`src/rtl/pkt_deframer.sv`:
```
// Byte-stream packet deframer: checks the header and tail around each payload and
// repacks the payload bytes LSB-first into 32-bit words with sop/eop/mty.
module pkt_deframer #(
   parameter logic [7:0] PRE       = 8'h55,
   parameter logic [7:0] HSFD      = 8'hD5,
   parameter logic [7:0] TSFD      = 8'hFD,
   parameter bit         CHECK_SEQ = 1'b1
) (
   input  logic        clk,
   input  logic        rst_n,
   input  logic [7:0]  din,
   input  logic        din_vld,
   input  logic        din_sop,
   input  logic        din_eop,
   output logic [31:0] dout,
   output logic        dout_vld,
   output logic        dout_sop,
   output logic        dout_eop,
   output logic [1:0]  dout_mty,
   output logic [7:0]  pkt_id,
   output logic        pkt_done,
   output logic        pkt_ok,
   output logic        err_hdr,
   output logic        err_tail,
   output logic        err_seq,
   output logic        err_fmt
);

   typedef enum logic [2:0] {IDLE, HEAD, WDATA, DATA, WTAIL, TAIL, DROP} state_t;

   state_t      state_q, state_d;
   logic [2:0]  cnt_q, cnt_d;
   logic [7:0]  exp_id_q, exp_id_d;
   logic [7:0]  pkt_id_q, pkt_id_d;
   logic        bad_q, bad_d;
   logic [31:0] buf_q, buf_d;
   logic [1:0]  nb_q, nb_d;
   logic        first_q, first_d;
   logic [31:0] dout_q, dout_d;
   logic        dout_vld_q, dout_vld_d;
   logic        dout_sop_q, dout_sop_d;
   logic        dout_eop_q, dout_eop_d;
   logic [1:0]  dout_mty_q, dout_mty_d;
   logic        pkt_done_q, pkt_done_d;
   logic        pkt_ok_q, pkt_ok_d;
   logic        err_hdr_q, err_hdr_d;
   logic        err_tail_q, err_tail_d;
   logic        err_seq_q, err_seq_d;
   logic        err_fmt_q, err_fmt_d;

   logic        hdr_start, hdr_byte, hdr_match, hdr_bad;
   logic [2:0]  hdr_idx;
   logic        data_byte, sop_cur;
   logic [1:0]  nb_cur;
   logic [31:0] buf_cur, word;
   logic        tail_byte, tail_match, tail_viol;
   logic [2:0]  tail_idx;

   // Any sop outside WDATA/WTAIL starts a fresh header; that byte is header byte 0.
   assign hdr_start = din_vld && din_sop &&
                      (state_q inside {IDLE, HEAD, DATA, TAIL, DROP});
   assign hdr_byte  = hdr_start || (din_vld && !din_sop && state_q == HEAD);
   assign hdr_idx   = hdr_start ? 3'd0 : cnt_q;
   assign hdr_match = (hdr_idx < 3'd3) ? (din == PRE) :
                      (hdr_idx < 3'd5) ? (din == HSFD) : 1'b1;
   assign hdr_bad   = !hdr_match || (din_eop != (hdr_idx == 3'd5));

   assign data_byte = din_vld && ((state_q == WDATA && din_sop) ||
                                  (state_q == DATA && !din_sop));
   assign nb_cur    = (state_q == WDATA) ? 2'd0 : nb_q;
   assign buf_cur   = (state_q == WDATA) ? 32'd0 : buf_q;
   assign sop_cur   = (state_q == WDATA) ? 1'b1 : first_q;
   assign word      = buf_cur | ({24'd0, din} << {nb_cur, 3'b000});

   assign tail_byte  = din_vld && ((state_q == WTAIL && din_sop) ||
                                   (state_q == TAIL && !din_sop));
   assign tail_idx   = (state_q == WTAIL) ? 3'd0 : cnt_q;
   assign tail_match = (tail_idx < 3'd3) ? (din == PRE) :
                       (tail_idx < 3'd5) ? (din == TSFD) : (din == pkt_id_q);
   assign tail_viol  = !tail_match || (din_eop != (tail_idx == 3'd5));

   always_comb begin
      state_d    = state_q;
      cnt_d      = cnt_q;
      exp_id_d   = exp_id_q;
      pkt_id_d   = pkt_id_q;
      bad_d      = bad_q;
      buf_d      = buf_q;
      nb_d       = nb_q;
      first_d    = first_q;
      dout_d     = 32'd0;
      dout_vld_d = 1'b0;
      dout_sop_d = 1'b0;
      dout_eop_d = 1'b0;
      dout_mty_d = 2'd0;
      pkt_done_d = 1'b0;
      pkt_ok_d   = 1'b0;
      err_hdr_d  = 1'b0;
      err_tail_d = 1'b0;
      err_seq_d  = 1'b0;
      err_fmt_d  = 1'b0;

      if (hdr_byte) begin
         if (hdr_start) begin
            bad_d = 1'b0;
            if (state_q != IDLE) err_fmt_d = 1'b1;
            // Payload cut short by a new sop: flush what is held as the eop word.
            if (state_q == DATA) begin
               dout_d     = buf_q;
               dout_vld_d = 1'b1;
               dout_sop_d = first_q;
               dout_eop_d = 1'b1;
               dout_mty_d = (nb_q == 2'd0) ? 2'd3 : 2'd0 - nb_q;
               buf_d      = 32'd0;
               nb_d       = 2'd0;
               first_d    = 1'b0;
            end
         end
         if (hdr_bad) begin
            err_hdr_d = 1'b1;
            state_d   = din_eop ? IDLE : DROP;
         end else if (hdr_idx == 3'd5) begin
            pkt_id_d = din;
            exp_id_d = din + 8'd1;
            if (CHECK_SEQ && din != exp_id_q) begin
               err_seq_d = 1'b1;
               bad_d     = 1'b1;
            end
            state_d = WDATA;
         end else begin
            state_d = HEAD;
            cnt_d   = hdr_idx + 3'd1;
         end
      end else if (data_byte) begin
         if (nb_cur == 2'd3 || din_eop) begin
            dout_d     = word;
            dout_vld_d = 1'b1;
            dout_sop_d = sop_cur;
            dout_eop_d = din_eop;
            dout_mty_d = din_eop ? 2'd3 - nb_cur : 2'd0;
            buf_d      = 32'd0;
            nb_d       = 2'd0;
            first_d    = 1'b0;
         end else begin
            buf_d   = word;
            nb_d    = nb_cur + 2'd1;
            first_d = sop_cur;
         end
         state_d = din_eop ? WTAIL : DATA;
      end else if (tail_byte) begin
         if (tail_viol) begin
            err_tail_d = 1'b1;
            bad_d      = 1'b1;
         end
         if (din_eop) begin
            state_d = IDLE;
            if (tail_idx == 3'd5) begin
               pkt_done_d = 1'b1;
               pkt_ok_d   = !(bad_q || tail_viol);
            end
         end else if (tail_idx == 3'd5) begin
            state_d = DROP;
         end else begin
            state_d = TAIL;
            cnt_d   = tail_idx + 3'd1;
         end
      end else if (din_vld && state_q == DROP) begin
         if (din_eop) state_d = IDLE;
      end else if (din_vld) begin
         // Stray byte without sop in IDLE, WDATA or WTAIL.
         err_fmt_d = 1'b1;
         if (state_q == WTAIL) bad_d = 1'b1;
      end
   end

   always_ff @(posedge clk) begin
      if (rst_n) begin
         state_q    <= IDLE;
         cnt_q      <= 3'd0;
         exp_id_q   <= 8'd0;
         pkt_id_q   <= 8'd0;
         bad_q      <= 1'b0;
         buf_q      <= 32'd0;
         nb_q       <= 2'd0;
         first_q    <= 1'b0;
         dout_q     <= 32'd0;
         dout_vld_q <= 1'b0;
         dout_sop_q <= 1'b0;
         dout_eop_q <= 1'b0;
         dout_mty_q <= 2'd0;
         pkt_done_q <= 1'b0;
         pkt_ok_q   <= 1'b0;
         err_hdr_q  <= 1'b0;
         err_tail_q <= 1'b0;
         err_seq_q  <= 1'b0;
         err_fmt_q  <= 1'b0;
      end else begin
         state_q    <= state_d;
         cnt_q      <= cnt_d;
         exp_id_q   <= exp_id_d;
         pkt_id_q   <= pkt_id_d;
         bad_q      <= bad_d;
         buf_q      <= buf_d;
         nb_q       <= nb_d;
         first_q    <= first_d;
         dout_q     <= dout_d;
         dout_vld_q <= dout_vld_d;
         dout_sop_q <= dout_sop_d;
         dout_eop_q <= dout_eop_d;
         dout_mty_q <= dout_mty_d;
         pkt_done_q <= pkt_done_d;
         pkt_ok_q   <= pkt_ok_d;
         err_hdr_q  <= err_hdr_d;
         err_tail_q <= err_tail_d;
         err_seq_q  <= err_seq_d;
         err_fmt_q  <= err_fmt_d;
      end
   end

   assign dout     = dout_q;
   assign dout_vld = dout_vld_q;
   assign dout_sop = dout_sop_q;
   assign dout_eop = dout_eop_q;
   assign dout_mty = dout_mty_q;
   assign pkt_id   = pkt_id_q;
   assign pkt_done = pkt_done_q;
   assign pkt_ok   = pkt_ok_q;
   assign err_hdr  = err_hdr_q;
   assign err_tail = err_tail_q;
   assign err_seq  = err_seq_q;
   assign err_fmt  = err_fmt_q;

endmodule

```
`config.mk`:
```
export PLATFORM = sky130hd
export DESIGN_NAME = pkt_deframer
export DESIGN_NICKNAME = d
export VERILOG_FILES = /design/src/rtl/pkt_deframer.sv
export SDC_FILE = /design/constraint.sdc
export NUM_CORES = 1
export LEC_CHECK = 0
export ABC_AREA = 1
export CAP_MARGIN = 20
export CORE_UTILIZATION = 35
export CTS_BUF_LIST = sky130_fd_sc_hd__clkbuf_8
export CTS_CLUSTER_DIAMETER = 100
export DETAILED_ROUTE_END_ITERATION = 10
export HOLD_SLACK_MARGIN = 0.12
export MAX_ROUTING_LAYER = met4
export PLACE_DENSITY = 0.61
export SYNTH_ARGS = -nofsm -noshare
export SYNTH_HDL_FRONTEND = slang
export SYNTH_SLANG_ARGS = --single-unit
```
`constraint.sdc`:
```
create_clock -name clk -period 3 [get_ports clk]
set_clock_uncertainty 0.15 [all_clocks]
set_input_delay 0.6 -clock clk [delete_from_list [all_inputs] [get_ports clk]]
set_output_delay 0.6 -clock clk [all_outputs]
set_load 0.02 [all_outputs]
```
==> results.json, run 1 <==
{
  "status": "completed",
  "irDropWorstVdd_mv": 0.180,
  "vias": 4632,
  "final_antenna_net_count": 0,
  "die_width_um": 119,
  "hold_start": "bad_q$_SDFFE_PP0P_",
  "placedCellCount": 913,
  "drive_above_1_share": 0.0891,
  "hold_path_end": "pkt_ok$_SDFF_PP0_",
  "rsz0062_at_grt": "false",
  "power.internal_w": 0.00178,
  "firstDrtPassIters": 5,
  "synth_fa_ha_area_frac": 0.0157,
  "dp_slack_ns": 0.116,
  "die-area_um2": 14200,
  "rows": 42,
  "arrival_ns": 2.60,
  "worstSetupPathType": "flip-flop to flip-flop",
  "worstReg2RegStart": "state_q[1]$_SDFFE_PP0P_",
  "grt_max_degree": 79,
  "setup_violations": 0,
  "yosysMostFrequentCell": "nand2_1",
  "power_frac_comb": 0.099,
  "final.setup.tns_ns": 0,
  "min_period_ns": 2.51,
  "cts_root_buf": "clkbuf_8",
  "ff2ff_path_depth": 11,
  "vias_per_cell": 4.99,
  "hold_depth": 1,
  "top_layer": "met4",
  "synth_xor_area_frac": 0.0310,
  "powerDensity_nw_per_um2": 420,
  "slew_headroom": 0.457,
  "hpwl_um": 9190,
  "grt_pass1_vias": 4338,
  "synth-compound-area-share": 0.166,
  "drc_errors": 0,
  "cts_buffer_depth": 2,
  "utilization": 0.439,
  "p_sw_frac": 0.275,
  "finalNonFillerCells": 928,
  "wl_per_cell_um": 14.2,
  "timing.max_cap.violations": 0,
  "tritoncts": "yes",
  "clkSinkCount": 101,
  "synth_top_area_share": 0.422,
  "synthMuxAreaShare": 0,
  "wl_um": 13100,
  "antenna_found_initial": 0,
  "power.switching_w": 0.000672,
  "gp_congestion": 0.906,
  "pwr-share-clk": 0.344,
  "cts_resized": 0,
  "met3WireLength_um": 594,
  "synth_common_cells": "nand2_1, dfxtp_1, a21oi_1",
  "n_fill_cell": 1352,
  "syn-cell-area_um2": 4800,
  "clk_pin_slew_ns": 0.10,
  "synth_nets": 707,
  "die_h_um": 119,
  "htreeDepth": 3,
  "initialDrtViolationCount": 371,
  "period_share": 0.838,
  "numPortBuffers": 63,
  "ys_seq_elements": 101,
  "yosysWarnings": 0,
  "synth_cell_types": 34,
  "cts_hold_buffers": 0,
  "initial_core_util": 0.361,
  "synthSimpleGateAreaFrac": 0.289,
  "path_max_fanout": 22,
  "dr_wl_met2_um": 5960,
  "syn2layout_area_growth_pct": 21.6,
  "max_freq_ghz": 0.398,
  "tightestPinTransition_ns": 0.814,
  "ioPinCount": 64,
  "cts_buffers": 9,
  "finalHoldViolCount": 0,
  "syn_inst": 688,
  "synthFlopType": "dfxtp_1",
  "met1Wirelength_um": 6350,
  "final.setup.worst_slack_ns": 0.487,
  "crit_path_end_kind": "flip-flop",
  "grt_pass1_wl_um": 21700,
  "post_cts_buffers": 0,
  "p_leak_nw": 2.13,
  "synth_top_family_by_area": "simple AND/OR/NAND/NOR gates",
  "grt_usage": 0.198,
  "antennaDiodeCount": 0,
  "synth-edff-count": 0,
  "clock_latency_ns": 0.38,
  "regToRegEndpoint": "dout[19]$_SDFF_PP0_",
  "synthTopCellsByArea": "dfxtp_1, nand2_1, a21oi_1",
  "fp.coreArea_um2": 13300,
  "critPathLaunchType": "flip-flop",
  "globalRouteOverflowTotal": 0,
  "async_flop_share": 0,
  "synth_top_area_cell": "dfxtp_1",
  "whs_ns": 0.290,
  "synth.avg_cell_area_um2": 6.97,
  "slew_violations": 0,
  "pwr-share-seq": 0.557,
  "synth-seq-area-share": 0.422,
  "regToRegSetupSlack_ns": 0.49,
  "nets": 767,
  "min-delay-path-class": "flip-flop to flip-flop",
  "cp.required_ns": 3.08
}
[cell type report]
| cell class | count | area (um2) | area share |
|---|---|---|---|
| Clock inverter | 4 | 31.3 | 0.00536 |
| Timing Repair Buffer | 87 | 818 | 0.140 |
| Tap cell | 176 | 220 | 0.0378 |
| Sequential cell | 101 | 2020 | 0.347 |
| Inverter | 47 | 179 | 0.0307 |
| Clock buffer | 11 | 151 | 0.0260 |
| Multi-Input combinational cell | 502 | 2410 | 0.413 |
[worst max-delay path, stage by stage (launching register included)]
cell and delay (ns):
dfxtp_1 0.41, inv_1 0.11, nor3_2 0.24, inv_2 0.20
nand2_2 0.11, inv_2 0.04, ha_1 0.23, o21ai_0 0.35
inv_1 0.11, buf_4 0.24, nand2_1 0.08, a21oi_1 0.07
[cell usage in the layout (no fill, tap or decap), types with 2 or more instances in the layout]
master,instances
ha_1,6
nand4_1,15
nor4_1,3
buf_4,23
nor2_1,28
clkinv_4,2
a211oi_1,2
a21oi_1,95
inv_1,38
nand3_1,17
a211oi_2,2
o21ai_0,43
nand3_2,4
dfxtp_1,101
nand2_2,5
inv_2,7
o21ai_1,9
nor3_1,5
xor2_1,16
nand2_1,239
clkdlybuf4s50_1,62
clkbuf_8,11
nor2_4,4
[how the worst max path moves through the flow]
| stage | from | to | slack (ns) | cells after the start |
|---|---|---|---|---|
| floorplan | state_q[2]$_SDFFE_PP0P_ | dout[22]$_SDFF_PP0_ | 0.67 | 12 |
| global placement | din_vld | cnt_q[2]$_SDFFE_PP0P_ | 0.20 | 11 |
| detailed placement | din_vld | pkt_id[0]$_SDFFE_PP0P_ | 0.12 | 11 |
| CTS | state_q[1]$_SDFFE_PP0P_ | dout[26]$_SDFF_PP0_ | 0.47 | 11 |
| global route | state_q[1]$_SDFFE_PP0P_ | dout[19]$_SDFF_PP0_ | 0.30 | 11 |
| finish | state_q[1]$_SDFFE_PP0P_ | dout[19]$_SDFF_PP0_ | 0.49 | 11 |
[cell families after synthesis]
logic type,after synthesis
flops,101
fa+ha+maj,6
simple gates,325
compound gates,154
xor+xnor,17
buf+inv,85
[power groups by stage]
stage	combinational, W	clock [W]	sequential (W)
2_1_floorplan	0.000158	0	0.00139
3_3_place_gp	0.000238	0	0.00139
3_5_place_dp	0.000239	0	0.00139
4_1_cts	0.000241	0.000864	0.00136
5_1_grt	0.000270	0.000911	0.00137
6_report	0.000243	0.000842	0.00136
[sequential cells by signal, summed over array words and instances, names as in the netlist]
| register | cells |
|---|---|
| nb_q | 2 |
| dout_mty | 2 |
| err_hdr | 1 |
| exp_id_q | 8 |
| dout_vld | 1 |
| bad_q | 1 |
| dout_eop | 1 |
| dout | 32 |
| err_tail | 1 |
| err_fmt | 1 |
| pkt_id | 8 |
| pkt_done | 1 |
| err_seq | 1 |
| cnt_q | 3 |
| dout_sop | 1 |
| pkt_ok | 1 |
| first_q | 1 |
| buf_q | 32 |
| state_q | 3 |
[layer usage]
layer | vias up | GRT usage
met2 | 150 | 0.295
li1 | 2347 | -
met1 | 2117 | 0.273
met4 | 0 | 0.0752
met5 | - | -
met3 | 18 | 0.0216
[stage by stage]
stage                     total power [W]  cell area, um2
after floorplan                   0.00155            4800
after global placement            0.00163            5650
after detailed placement          0.00163            5650
after CTS                         0.00247            5830
after global routing              0.00255            5830
final                             0.00245            5830
No activity file was read; power rests on OpenSTA's default activity.
==> run 2: changes to the inputs <==
--- a/config.mk
+++ b/config.mk
@@ -13,7 +13,7 @@
 export DETAILED_ROUTE_END_ITERATION = 10
 export HOLD_SLACK_MARGIN = 0.12
 export MAX_ROUTING_LAYER = met4
-export PLACE_DENSITY = 0.61
+export PLACE_DENSITY = 0.63
 export SYNTH_ARGS = -nofsm -noshare
 export SYNTH_HDL_FRONTEND = slang
 export SYNTH_SLANG_ARGS = --single-unit
==> constraint.sdc (replaced) <==
create_clock -name clk -period 2 [get_ports clk]
set_clock_uncertainty 0.15 [all_clocks]
set_input_delay 0.4 -clock clk [delete_from_list [all_inputs] [get_ports clk]]
set_output_delay 0.4 -clock clk [all_outputs]
set_load 0.02 [all_outputs]
==> run 2 against run 1 <==
The run now ends with negative setup slack left; via count up 9.7%; maximum frequency is 24% higher; sequential share of layout area decreased by 5.2 points; largest power group unchanged.
==> results.json, run 2 (synthesis gave the netlist of run 1 again) <==
{
  "wl_per_cell_um": 14.3,
  "crit_path_end_kind": "flip-flop",
  "syn2layout_area_growth_pct": 44.1,
  "initialDrtViolationCount": 367,
  "clkSinkCount": 101,
  "rsz0062_at_grt": "true",
  "numPortBuffers": 63,
  "finalHoldViolCount": 0,
  "path_max_fanout": 6,
  "grt_pass1_vias": 4714,
  "final.setup.worst_slack_ns": -0.0251,
  "rows": 42,
  "placedCellCount": 980,
  "period_share": 1.01,
  "max_freq_ghz": 0.494,
  "grt_pass1_wl_um": 22500,
  "drive_above_1_share": 0.256,
  "regToRegSetupSlack_ns": -0.03,
  "tritoncts": "yes",
  "final_area_um2": 6910,
  "globalRouteOverflowTotal": 0,
  "clock_latency_ns": 0.39,
  "gp_congestion": 0.901,
  "powerDensity_nw_per_um2": 558,
  "layout_common_cells": "nand2_1, dfxtp_1, buf_4, a21oi_1, clkdlybuf4s50_1",
  "min_period_ns": 2.03,
  "slew_violations": 0,
  "cts_root_buf": "clkbuf_8",
  "fp.coreArea_um2": 13300,
  "grt_max_degree": 79,
  "antennaDiodeCount": 0,
  "vias": 5082,
  "n_fill_cell": 1277,
  "violations": "negative setup slack",
  "die_width_um": 119,
  "critPathLaunchType": "flip-flop",
  "setup_violations": 4,
  "grt_usage": 0.205,
  "place_area_um2": 6200,
  "layout_commonest_cell": "nand2_1",
  "vias_per_cell": 5.02,
  "initial_core_util": 0.361,
  "antenna_found_initial": 0,
  "cts_buffer_depth": 2,
  "ioPinCount": 64,
  "cts_buffers": 9,
  "drc_errors": 0,
  "arrival_ns": 2.20,
  "cp.required_ns": 2.17,
  "wl_um": 14500,
  "htreeDepth": 3,
  "irDropWorstVdd_mv": 0.281,
  "timing.max_cap.violations": 0,
  "hpwl_um": 9930,
  "tightestPinTransition_ns": 0.428,
  "die_h_um": 119,
  "nets": 851,
  "status": "finished, violations left",
  "die-area_um2": 14200,
  "finalNonFillerCells": 1012,
  "min-delay-path-class": "input port to flip-flop",
  "worstSetupPathType": "flip-flop to flip-flop",
  "firstDrtPassIters": 5,
  "slew_headroom": 0.712,
  "final_antenna_net_count": 0,
  "clk_pin_slew_ns": 0.11,
  "p_leak_nw": 2.75,
  "whs_ns": 0.262
}
==> run 2: path summary, 6_finish.rpt <==
kind	start	endpoint	cells past startpoint
hold / removal	din[1]	pkt_id[1]$_SDFFE_PP0P_	4
setup reg to reg	state_q[2]$_SDFFE_PP0P_	buf_q[12]$_SDFFE_PP0P_	11
setup / recovery	state_q[2]$_SDFFE_PP0P_	buf_q[12]$_SDFFE_PP0P_	11
hold reg to reg	bad_q$_SDFFE_PP0P_	pkt_ok$_SDFF_PP0_	1
==> run 2: worst max-delay path, cell delays in order, from the launching register on <==
cell and delay [ns]:
dfxtp_4 0.39, buf_6 0.12, nor3_4 0.19, inv_2 0.09
nand2_2 0.08, inv_2 0.05, ha_4 0.17, nor3_4 0.17
buf_6 0.18, clkbuf_16 0.17, nand2_1 0.07, a21oi_2 0.13
==> run 2: timing repair <==
action / in CTS / in global routing
hold buffers: 0 / 0
endpoints found under the setup margin: 56 / 85
cloned: 0 / 5
pin swaps: 2 / 20
resized for setup: 15 / 98
setup buffers: 0 / 12
==> run 2: area by class of cell <==
cell class	count	area, um2	area share
repair buffers	170	1560	0.225
flip-flops and latches	101	2030	0.294
multi-input cells	503	2720	0.393
clock buffers	9	124	0.0179
clock inverters	6	60.1	0.00869
inverters	47	201	0.0291
well taps	176	220	0.0319
==> run 2: power breakdown <==
part           internal [W]  leakage, nW  total, W  switching, W
combinational      0.000230         1.84  0.000546      0.000316
clock              0.000471       0.0866   0.00127      0.000797
sequential          0.00203        0.817   0.00204     0.0000152
==> run 2: layer usage <==
| layer | vias up | wire length [um] | GRT usage |
|---|---|---|---|
| li1 | 2524 | - | - |
| met1 | 2377 | 6510 | 0.266 |
| met2 | 154 | 7030 | 0.322 |
| met3 | 27 | 646 | 0.0249 |
| met4 | 0 | 320 | 0.0870 |
| met5 | - | 0 | - |
==> run 2: per-stage QoR <==
stage	setup slack, ns	utilization	total power, W	setup TNS (ns)
after floorplan	0.0111	-	0.00233	0
after global placement	-0.416	0.467	0.00254	-32.28
after detailed placement	-0.524	0.467	0.00255	-33.73
after CTS	-0.00424	0.484	0.00381	-0.00424
after global routing	-0.117	0.520	0.00401	-3.48
final	-0.0251	0.520	0.00386	-0.0391
==> run 3: changes to the inputs <==
--- a/config.mk
+++ b/config.mk
@@ -17,3 +17,4 @@
 export SYNTH_ARGS = -nofsm -noshare
 export SYNTH_HDL_FRONTEND = slang
 export SYNTH_SLANG_ARGS = --single-unit
+export TNS_END_PERCENT = 30
==> run 3 against run 2 <==
The run still ends with negative setup slack left; flip-flop and latch count did not move; largest cell class unchanged; cell count fell by 0.40%; routed wire length fell by 2.3%; non-clock buffer count fell by 3; sequential share of layout area rose by 0.79 points; hold slack improved by 0.0011 ns.
==> results.json, run 3 (synthesis gave the netlist of run 1 again) <==
{
  "status": "finished, violations left",
  "violations": "negative setup slack",
  "die_h_um": 119,
  "cp_slowest_cell": "dfxtp_4",
  "pwr-share-clk": 0.329,
  "critPathLaunchType": "flip-flop",
  "worstReg2RegStart": "state_q[2]$_SDFFE_PP0P_",
  "grt_pass1_vias": 4717,
  "gp_congestion": 0.901,
  "power_frac_comb": 0.137,
  "finalHoldViolCount": 0,
  "clk_pin_slew_ns": 0.10,
  "clkSinkCount": 101,
  "power.internal_w": 0.00272,
  "drive_above_1_share": 0.227,
  "powerDensity_nw_per_um2": 568,
  "regToRegEndpoint": "buf_q[12]$_SDFFE_PP0P_",
  "place_area_um2": 6200,
  "min_period_ns": 2.04,
  "final.setup.tns_ns": -0.142,
  "drc_errors": 0,
  "tightestPinTransition_ns": 0.382,
  "hpwl_um": 9930,
  "crit_path_end_kind": "flip-flop",
  "antenna_found_initial": 0,
  "worstPathCellList": "buf_6, nor3_4, inv_2, nand2_2, inv_2, ha_4, nor3_4, buf_6, clkbuf_16, nand2_1, a21oi_2",
  "irDropWorstVdd_mv": 0.258,
  "rsz0062_at_grt": "true",
  "clock_latency_ns": 0.38,
  "cp.required_ns": 2.17,
  "n_fill_cell": 1298,
  "rows": 42,
  "die_width_um": 119,
  "final_antenna_net_count": 0,
  "vias": 5067,
  "htreeDepth": 3,
  "hold_depth": 4,
  "globalRouteOverflowTotal": 0,
  "regToRegSetupSlack_ns": -0.04,
  "crit_path_max_incr_delay_ns": 0.39,
  "initialDrtViolationCount": 337,
  "p_leak_nw": 2.60,
  "max_freq_ghz": 0.490,
  "numPortBuffers": 63,
  "placedCellCount": 980,
  "hold_start": "rst_n",
  "slew_violations": 0,
  "crit_family": "buffers and inverters",
  "crit_buf_inv": 5,
  "pwr-share-seq": 0.534,
  "utilization": 0.506,
  "finalNonFillerCells": 1008,
  "wl_um": 14200,
  "die-area_um2": 14200,
  "cts_buffer_depth": 2,
  "worstSetupPathType": "flip-flop to flip-flop",
  "arrival_ns": 2.21,
  "layout_common_cells": "nand2_1, dfxtp_1, buf_4, a21oi_1, clkdlybuf4s50_1",
  "firstDrtPassIters": 5,
  "grt_pass1_wl_um": 22600,
  "grt_usage": 0.205,
  "ioPinCount": 64,
  "antennaDiodeCount": 0,
  "wl_per_cell_um": 14.1,
  "initial_core_util": 0.361,
  "grt_max_degree": 79,
  "ff2ff_path_depth": 11,
  "power.switching_w": 0.00110,
  "layout_commonest_cell": "nand2_1",
  "syn2layout_area_growth_pct": 40.4,
  "timing.max_cap.violations": 0,
  "final_area_um2": 6730,
  "path_max_fanout": 6,
  "fp.coreArea_um2": 13300,
  "min-delay-path-class": "input port to flip-flop",
  "slew_headroom": 0.746,
  "final.setup.worst_slack_ns": -0.0390,
  "nets": 847,
  "setup_violations": 14,
  "cts_buffers": 9,
  "cts_root_buf": "clkbuf_8",
  "tritoncts": "yes",
  "p_sw_frac": 0.288,
  "vias_per_cell": 5.03,
  "hold_path_end": "bad_q$_SDFFE_PP0P_",
  "period_share": 1.02
}
==> run 3: layout make-up <==
type / instances / area (um2) / area share
clock buffer: 9 / 124 / 0.0184
clock inverter: 6 / 60.1 / 0.00892
multi-input combinational: 502 / 2590 / 0.385
sequential: 101 / 2030 / 0.302
inverter: 47 / 199 / 0.0296
timing repair buffer: 167 / 1510 / 0.224
tap: 176 / 220 / 0.0327
==> run 3: repair_timing <==
| action | 4_1_cts | 5_1_grt |
|---|---|---|
| setup endpoints to repair | 56 | 85 |
| hold buffers | 0 | 0 |
| cloned | 0 | 3 |
| pin swaps | 2 | 14 |
| gates resized for setup | 14 | 54 |
| buffers inserted | 0 | 10 |
==> run 3: power by group through the flow <==
stage	registers (W)	logic (W)	clock network [W]
2_1_floorplan	0.00209	0.000240	0
3_3_place_gp	0.00209	0.000455	0
3_5_place_dp	0.00209	0.000460	0
4_1_cts	0.00204	0.000467	0.00130
5_1_grt	0.00204	0.000567	0.00137
6_report	0.00204	0.000522	0.00126
==> run 3: worst min-delay path: cells and delay by family <==
family          cells  cell delay (ns)
compound gates      2             0.14
buf+inv             2             0.21
==> run 3: worst max-delay path by stage <==
stage                            start                       end  slack (ns)  cells after the start
2_1_floorplan  state_q[1]$_SDFFE_PP0P_    buf_q[20]$_SDFFE_PP0P_        0.01                     11
3_3_place_gp                   din_vld    pkt_id[0]$_SDFFE_PP0P_       -0.42                     12
3_5_place_dp                   din_vld  exp_id_q[3]$_SDFFE_PP0P_       -0.52                     11
4_1_cts        state_q[0]$_SDFFE_PP0P_     buf_q[1]$_SDFFE_PP0P_       -0.01                     13
5_1_grt        state_q[2]$_SDFFE_PP0P_    buf_q[12]$_SDFFE_PP0P_       -0.14                     11
6_report       state_q[2]$_SDFFE_PP0P_    buf_q[12]$_SDFFE_PP0P_       -0.04                     11
==> run 3: routing by layer <==
metal | global-route usage | vias up | part of all wire
li1 | - | 2508 | -
met1 | 0.267 | 2376 | 0.46
met2 | 0.321 | 156 | 0.48
met3 | 0.0249 | 27 | 0.045
met4 | 0.0870 | 0 | 0.024
met5 | - | - | 0
==> run 3: stage by stage <==
stage               power [W]  hold WS (ns)  setup WS [ns]
detailed placement    0.00255         0.260         -0.524
global route          0.00398         0.307         -0.141
finish                0.00382         0.263        -0.0390
global placement      0.00254         0.283         -0.416
CTS                   0.00381         0.254        -0.0145
floorplan             0.00233         0.246         0.0111
